--- config.mk ---
export PLATFORM = sky130hd
export DESIGN_NAME = seg_display_monitor
export DESIGN_NICKNAME = d
export VERILOG_FILES = /design/src/rtl/seg_display_monitor.sv
export SDC_FILE = /design/constraint.sdc
export NUM_CORES = 1
export LEC_CHECK = 0
export ABC_CLOCK_PERIOD_IN_PS = 2350
export BUFFER_PORTS_ARGS = -buffer_cell sky130_fd_sc_hd__buf_2
export CAP_MARGIN = 5
export CELL_PAD_IN_SITES_DETAIL_PLACEMENT = 0
export CELL_PAD_IN_SITES_GLOBAL_PLACEMENT = 1
export CORE_ASPECT_RATIO = 1.5
export CORE_UTILIZATION = 48
export DETAILED_ROUTE_END_ITERATION = 7
export PLACE_DENSITY = 0.86
export SLEW_MARGIN = 20
export SYNTH_ARGS = -nofsm -noshare
export SYNTH_HDL_FRONTEND = slang
export SYNTH_SLANG_ARGS = --single-unit
--- constraint.sdc ---
create_clock -name clk -period 2.35 [get_ports clk]
set_input_delay 0.3525 -clock clk [delete_from_list [all_inputs] [get_ports clk]]
set_output_delay 0.3525 -clock clk [all_outputs]
set_load 0.02 [all_outputs]
--- src/rtl/seg_display_monitor.sv ---
// Receive-side monitor for the traffic-light 7-segment display bus: recovers the
// multiplexed main/side light codes and flags illegal glyphs, pairs, transitions and staleness.
module seg_display_monitor #(
  parameter int unsigned STABLE_CYC  = 4,
  parameter int unsigned TIMEOUT_CYC = 200000,
  parameter int unsigned TMR_W       = 24
) (
  input  logic       clk,
  input  logic       reset,
  input  logic [6:0] to_seg,
  input  logic [3:0] lights_on,
  output logic [1:0] main_light,
  output logic [1:0] side_light,
  output logic       valid,
  output logic       change,
  output logic       err_glyph,
  output logic       err_conflict,
  output logic       err_seq,
  output logic       stale
);

  localparam int unsigned CNT_W = (STABLE_CYC < 2) ? 1 : $clog2(STABLE_CYC + 1);
  localparam logic [CNT_W-1:0] CNT_ONE    = CNT_W'(1);
  localparam logic [CNT_W-1:0] STABLE_M1  = CNT_W'(STABLE_CYC - 1);
  localparam logic [TMR_W-1:0] TMO_FULL   = TMR_W'(TIMEOUT_CYC);
  localparam logic [TMR_W-1:0] TMO_M1     = TMR_W'(TIMEOUT_CYC - 1);
  localparam logic [3:0]       AN_MAIN    = 4'b0111;
  localparam logic [3:0]       AN_SIDE    = 4'b1110;

  typedef enum logic [1:0] {
    ST_HUNT,
    ST_SETTLE,
    ST_ACCEPT,
    ST_WAIT
  } state_t;

  state_t           state, state_nxt;
  logic [CNT_W-1:0] cnt, cnt_nxt;
  logic [TMR_W-1:0] timer;

  logic [6:0]  seg_m, seg_s;
  logic [3:0]  an_m, an_s;
  logic [10:0] prev_bus;
  logic        bus_chg, an_valid, accept;

  logic [1:0]  main_pend, side_pend;
  logic        main_fresh, side_fresh, committed;
  logic        commit, differs, stale_hit;
  logic [2:0]  dec;
  logic [3:0]  pair_new, pair_old;

  function automatic logic [2:0] dec_main(input logic [6:0] g);
    case (g)
      7'b0000001: dec_main = 3'b100;
      7'b0010000: dec_main = 3'b101;
      7'b1011000: dec_main = 3'b110;
      7'b0111001: dec_main = 3'b111;
      default:    dec_main = 3'b000;
    endcase
  endfunction

  function automatic logic [2:0] dec_side(input logic [6:0] g);
    case (g)
      7'b0000001: dec_side = 3'b100;
      7'b0010000: dec_side = 3'b101;
      7'b1011000: dec_side = 3'b110;
      7'b0001000: dec_side = 3'b111;
      default:    dec_side = 3'b000;
    endcase
  endfunction

  function automatic logic legal_pair(input logic [3:0] p);
    case (p)
      4'b0000, 4'b0111, 4'b1011, 4'b1101, 4'b1110, 4'b1111: legal_pair = 1'b1;
      default: legal_pair = 1'b0;
    endcase
  endfunction

  function automatic logic legal_step(input logic [3:0] from, input logic [3:0] to);
    case ({from, to})
      {4'b0111, 4'b1011}, {4'b1011, 4'b1101}, {4'b1011, 4'b1111},
      {4'b1101, 4'b1110}, {4'b1110, 4'b0111}, {4'b1111, 4'b1101}: legal_step = 1'b1;
      default: legal_step = (from == 4'b0000);
    endcase
  endfunction

  always_ff @(posedge clk or negedge reset) begin
    if (!reset) begin
      seg_m    <= '0;
      seg_s    <= '0;
      an_m     <= '0;
      an_s     <= '0;
      prev_bus <= '0;
    end else begin
      seg_m    <= to_seg;
      seg_s    <= seg_m;
      an_m     <= lights_on;
      an_s     <= an_m;
      prev_bus <= {an_s, seg_s};
    end
  end

  assign bus_chg  = ({an_s, seg_s} != prev_bus);
  assign an_valid = (an_s == AN_MAIN) || (an_s == AN_SIDE);
  assign accept   = (state == ST_ACCEPT);

  always_ff @(posedge clk or negedge reset) begin
    if (!reset) begin
      state <= ST_HUNT;
      cnt   <= '0;
    end else begin
      state <= state_nxt;
      cnt   <= cnt_nxt;
    end
  end

  always_comb begin
    state_nxt = state;
    cnt_nxt   = cnt;
    case (state)
      ST_HUNT: begin
        cnt_nxt = '0;
        if (an_valid) begin
          state_nxt = ST_SETTLE;
          cnt_nxt   = CNT_ONE;
        end
      end
      ST_SETTLE: begin
        if (!an_valid) begin
          state_nxt = ST_HUNT;
          cnt_nxt   = '0;
        end else if (bus_chg) begin
          cnt_nxt = CNT_ONE;
        end else if (cnt >= STABLE_M1) begin
          state_nxt = ST_ACCEPT;
          cnt_nxt   = '0;
        end else begin
          cnt_nxt = cnt + CNT_ONE;
        end
      end
      ST_ACCEPT: state_nxt = ST_WAIT;
      ST_WAIT: begin
        if (bus_chg) state_nxt = ST_HUNT;
      end
      default: state_nxt = ST_HUNT;
    endcase
  end

  always_ff @(posedge clk or negedge reset) begin
    if (!reset)                timer <= '0;
    else if (accept)           timer <= '0;
    else if (timer != TMO_FULL) timer <= timer + 1'b1;
  end

  // Decode from prev_bus: it holds the sample that completed settling, even if the bus moves during ACCEPT.
  assign dec       = (prev_bus[10:7] == AN_MAIN) ? dec_main(prev_bus[6:0]) : dec_side(prev_bus[6:0]);
  assign commit    = main_fresh && side_fresh;
  assign pair_new  = {main_pend, side_pend};
  assign pair_old  = {main_light, side_light};
  assign differs   = !committed || (pair_new != pair_old);
  assign stale_hit = !accept && (timer == TMO_M1);

  always_ff @(posedge clk or negedge reset) begin
    if (!reset) begin
      main_pend    <= '0;
      side_pend    <= '0;
      main_fresh   <= 1'b0;
      side_fresh   <= 1'b0;
      committed    <= 1'b0;
      main_light   <= '0;
      side_light   <= '0;
      valid        <= 1'b0;
      change       <= 1'b0;
      err_glyph    <= 1'b0;
      err_conflict <= 1'b0;
      err_seq      <= 1'b0;
      stale        <= 1'b0;
    end else begin
      change <= 1'b0;
      if (commit) begin
        main_fresh <= 1'b0;
        side_fresh <= 1'b0;
        main_light <= main_pend;
        side_light <= side_pend;
        committed  <= 1'b1;
        valid      <= 1'b1;
        stale      <= 1'b0;
        change     <= differs;
        if (differs) begin
          if (!legal_pair(pair_new)) err_conflict <= 1'b1;
          if (committed && legal_pair(pair_old) && legal_pair(pair_new) &&
              !legal_step(pair_old, pair_new))
            err_seq <= 1'b1;
        end
      end else if (stale_hit) begin
        stale <= 1'b1;
        valid <= 1'b0;
      end

      if (accept) begin
        if (!dec[2]) begin
          err_glyph <= 1'b1;
        end else if (prev_bus[10:7] == AN_MAIN) begin
          main_pend  <= dec[1:0];
          main_fresh <= 1'b1;
        end else begin
          side_pend  <= dec[1:0];
          side_fresh <= 1'b1;
        end
      end
    end
  end

endmodule

==> run summary <==
status - finished, final reports clean
ys async rst share - 100%
Rows - 38
WS Path Type - reg2reg
Slew Limit Fails - 0
drt drc - 0
Post-synth top cells - 79 x dfrtp_1, 32 x nor2_1, 20 x xnor2_1, 18 x xor2_1, 15 x nand3_1
synthesized instance count - 312
cells taking the most area after synthesis - dfrtp_1 56%, xnor2_1 5.0%, xor2_1 4.5%
Max VDD drop - 284 µV
sequential area share after synthesis - 55.9%
dpl hpwl - 4350 µm
vias in the first global route - 2369
GR met3 Demand/Resource - 4.79%
Sink Count - 79
CTS tree - yes
register bit total from synthesis - 79
GRT Util Overall - 18.3%
Post-synth EDFFs - 0
wire per inst - 14.1 µm
top-area cell type share of the netlist area - 55.9%
Via density - 5.30
met1 GRT Util - 21.6%
CP arrival - 2.15 ns
Tightest Pin Transition - 0.521 ns
Tmin final - 1.92 ns
htree depth - 3
post-synth cell types - 54
die outline height - 107 µm
Routability Congestion - 0.760
DP Worst Slack - 0.444 ns
RSZ-0062 raised after global routing - no
DRT Wirelength - 6200 µm
crit path cell chain - xor2_1 > or3_1 > a21oi_1 > and4_4 > mux2_1
synthesized area - 3540 µm²
die area - 7730 µm²
fraction of layout instances using a drive strength above 1 - 15.4%
Setup crit start kind - flip-flop
layer with the highest usage - met2
Ports - 23
crit path buf inv count - 0
CTS root buffer - clkbuf_8
Max Clk Rate - 521 MHz
Synthesis Warnings - 0
ANT nets after route - 0
DRT Pass-1 Iters - 4
die width - 72.1 µm
largest net degree at the start of global routing - 49
slowest CP cell - dfrtp_1
post_cts resized - 0
Max stage delay on crit path - 0.50 ns
most numerous cell in the Yosys netlist - dfrtp_1
Critical Path RT - 2.58 ns
setup TNS - 0 ns
Ant. Diodes - 0
Layout area overhead - 10.4%
vias - 2323
clock slew seen by the registers of the worst setup and hold paths - 0.08 ns
cell taking the most area after synthesis - dfrtp_1
PwrDens - 647 nW/µm²
CP Capture Type - flip-flop
maxcap violations - 0
top_reg_cell synth - dfrtp_1
first-pass GRT wire length - 10800 µm
fin crit share - 81.7%
starting density of the core - 49.3%
clk_skew - 0.00659 ns
Worst Hold Class - in2reg
crit-path leading delay family - simple AND/OR/NAND/NOR gates
GRT overflow - 0
port bufs - 22
final setup fails - 0
Setup WS post-layout - 0.431 ns
Iter 0 DRT Violations - 117
worst-path fanout max - 9
buffer levels on the longest clock path - 2
Leak - 0.00176 µW
Rel. slew slack - 65.0%
clk_lat worst skew - 0.35 ns
Synth Net Count - 329
average cell area after synthesis - 11.3 µm²
final core area utilization - 54.4%
CTS Buf Count - 9
global-route track usage on met2 - 30.4%
initial antenna violation count - 0
core region area - 7180 µm²
final hold vios - 0
Final #Nets - 350
Filler Cell Count - 631
[state kept, by name, summed over array words and instances, names as in the netlist, 2 cells and up, named ones only]
register / count
seg_s: 7
prev_bus: 11
main_light: 2
an_s: 4
side_light: 2
side_pend: 2
cnt: 3
seg_m: 7
an_m: 4
timer: 24
main_pend: 2
[final cells by class]
class	count	area, µm²	share of cell area [%]
repair buffers	25	150	3.84
clock inverters	5	56.3	1.44
inverters	9	33.8	0.865
well taps	100	125	3.20
multi-input cells	209	1410	36.2
flip-flops and latches	79	1980	50.6
clock buffers	11	151	3.87
[stage by stage]
| stage | hold slack (ns) | cell area (µm²) | total power [µW] | instances |
|---|---|---|---|---|
| floorplan | 0.0569 | 3540 | 1490 | 312 |
| global route | 0.0809 | 3910 | 2630 | 438 |
| finish | 0.109 | 3910 | 2530 | 438 |
| global placement | 0.319 | 3690 | 1530 | 421 |
| detailed placement | 0.327 | 3690 | 1530 | 421 |
| CTS | 0.0843 | 3910 | 2570 | 438 |
[power breakdown]
part | leakage, µW | switching [µW] | internal [µW]
clock | 0.000105 | 479 | 547
combinational | 0.000643 | 46.8 | 37.2
sequential | 0.00101 | 30.1 | 1390
[cell usage in the layout, fill, tap and decap left out, drive strengths merged, types with 2 or more instances in the layout]
cell and n:
inv 9, nand2 10, or3 3, nand3 16, and3 7, ha 4, xnor2 20, xor2 18
buf 24, o32ai 2, dfrtp 79, and4b 2, nor2b 2, a21oi 9, clkbuf 11, and2 3
o211ai 2, clkinv 3, a31o 2, nand2b 4, nor3 12, mux2 8, nor2 32, a31oi 3
o21ai 6, and4 4, nand4b 2, nand4 14, nor4 5
[logic make-up after synthesis]
logic type	after synthesis	share of synthesized area, %
xor+xnor	38	9.41
compound gates	35	6.93
fa+ha+maj	5	1.70
buf+inv	24	4.17
simple gates	122	19.1
flops	79	55.9
mux	9	2.83
[path summary, 6_finish.rpt]
| path | startpoint | to | slack (ns) | cells after the start |
|---|---|---|---|---|
| setup reg to reg | prev_bus[6] | side_pend[1] | 0.43 | 5 |
| max in group asynchronous | reset | timer[20] | 1.28 | 3 |
| min in group asynchronous | reset | side_pend[0] | 0.48 | 2 |
| setup / recovery | prev_bus[6] | side_pend[1] | 0.43 | 5 |
| hold reg to reg | an_m[3] | an_s[3] | 0.35 | 0 |
| hold / removal | to_seg[2] | seg_m[2] | 0.11 | 1 |
[routing by layer]
| layer | part of all wire (%) | vias up |
|---|---|---|
| met2 | 51 | 32 |
| li1 | - | 1133 |
| met3 | 2.3 | 10 |
| met1 | 45 | 1148 |
| met5 | 0 | - |
| met4 | 1.7 | 0 |
[timing repair]
item,CTS,global route
setup buffers,0,0
endpoints found under the hold margin,31,0
hold buffers,1,0
(Power assumes the default switching activity.)
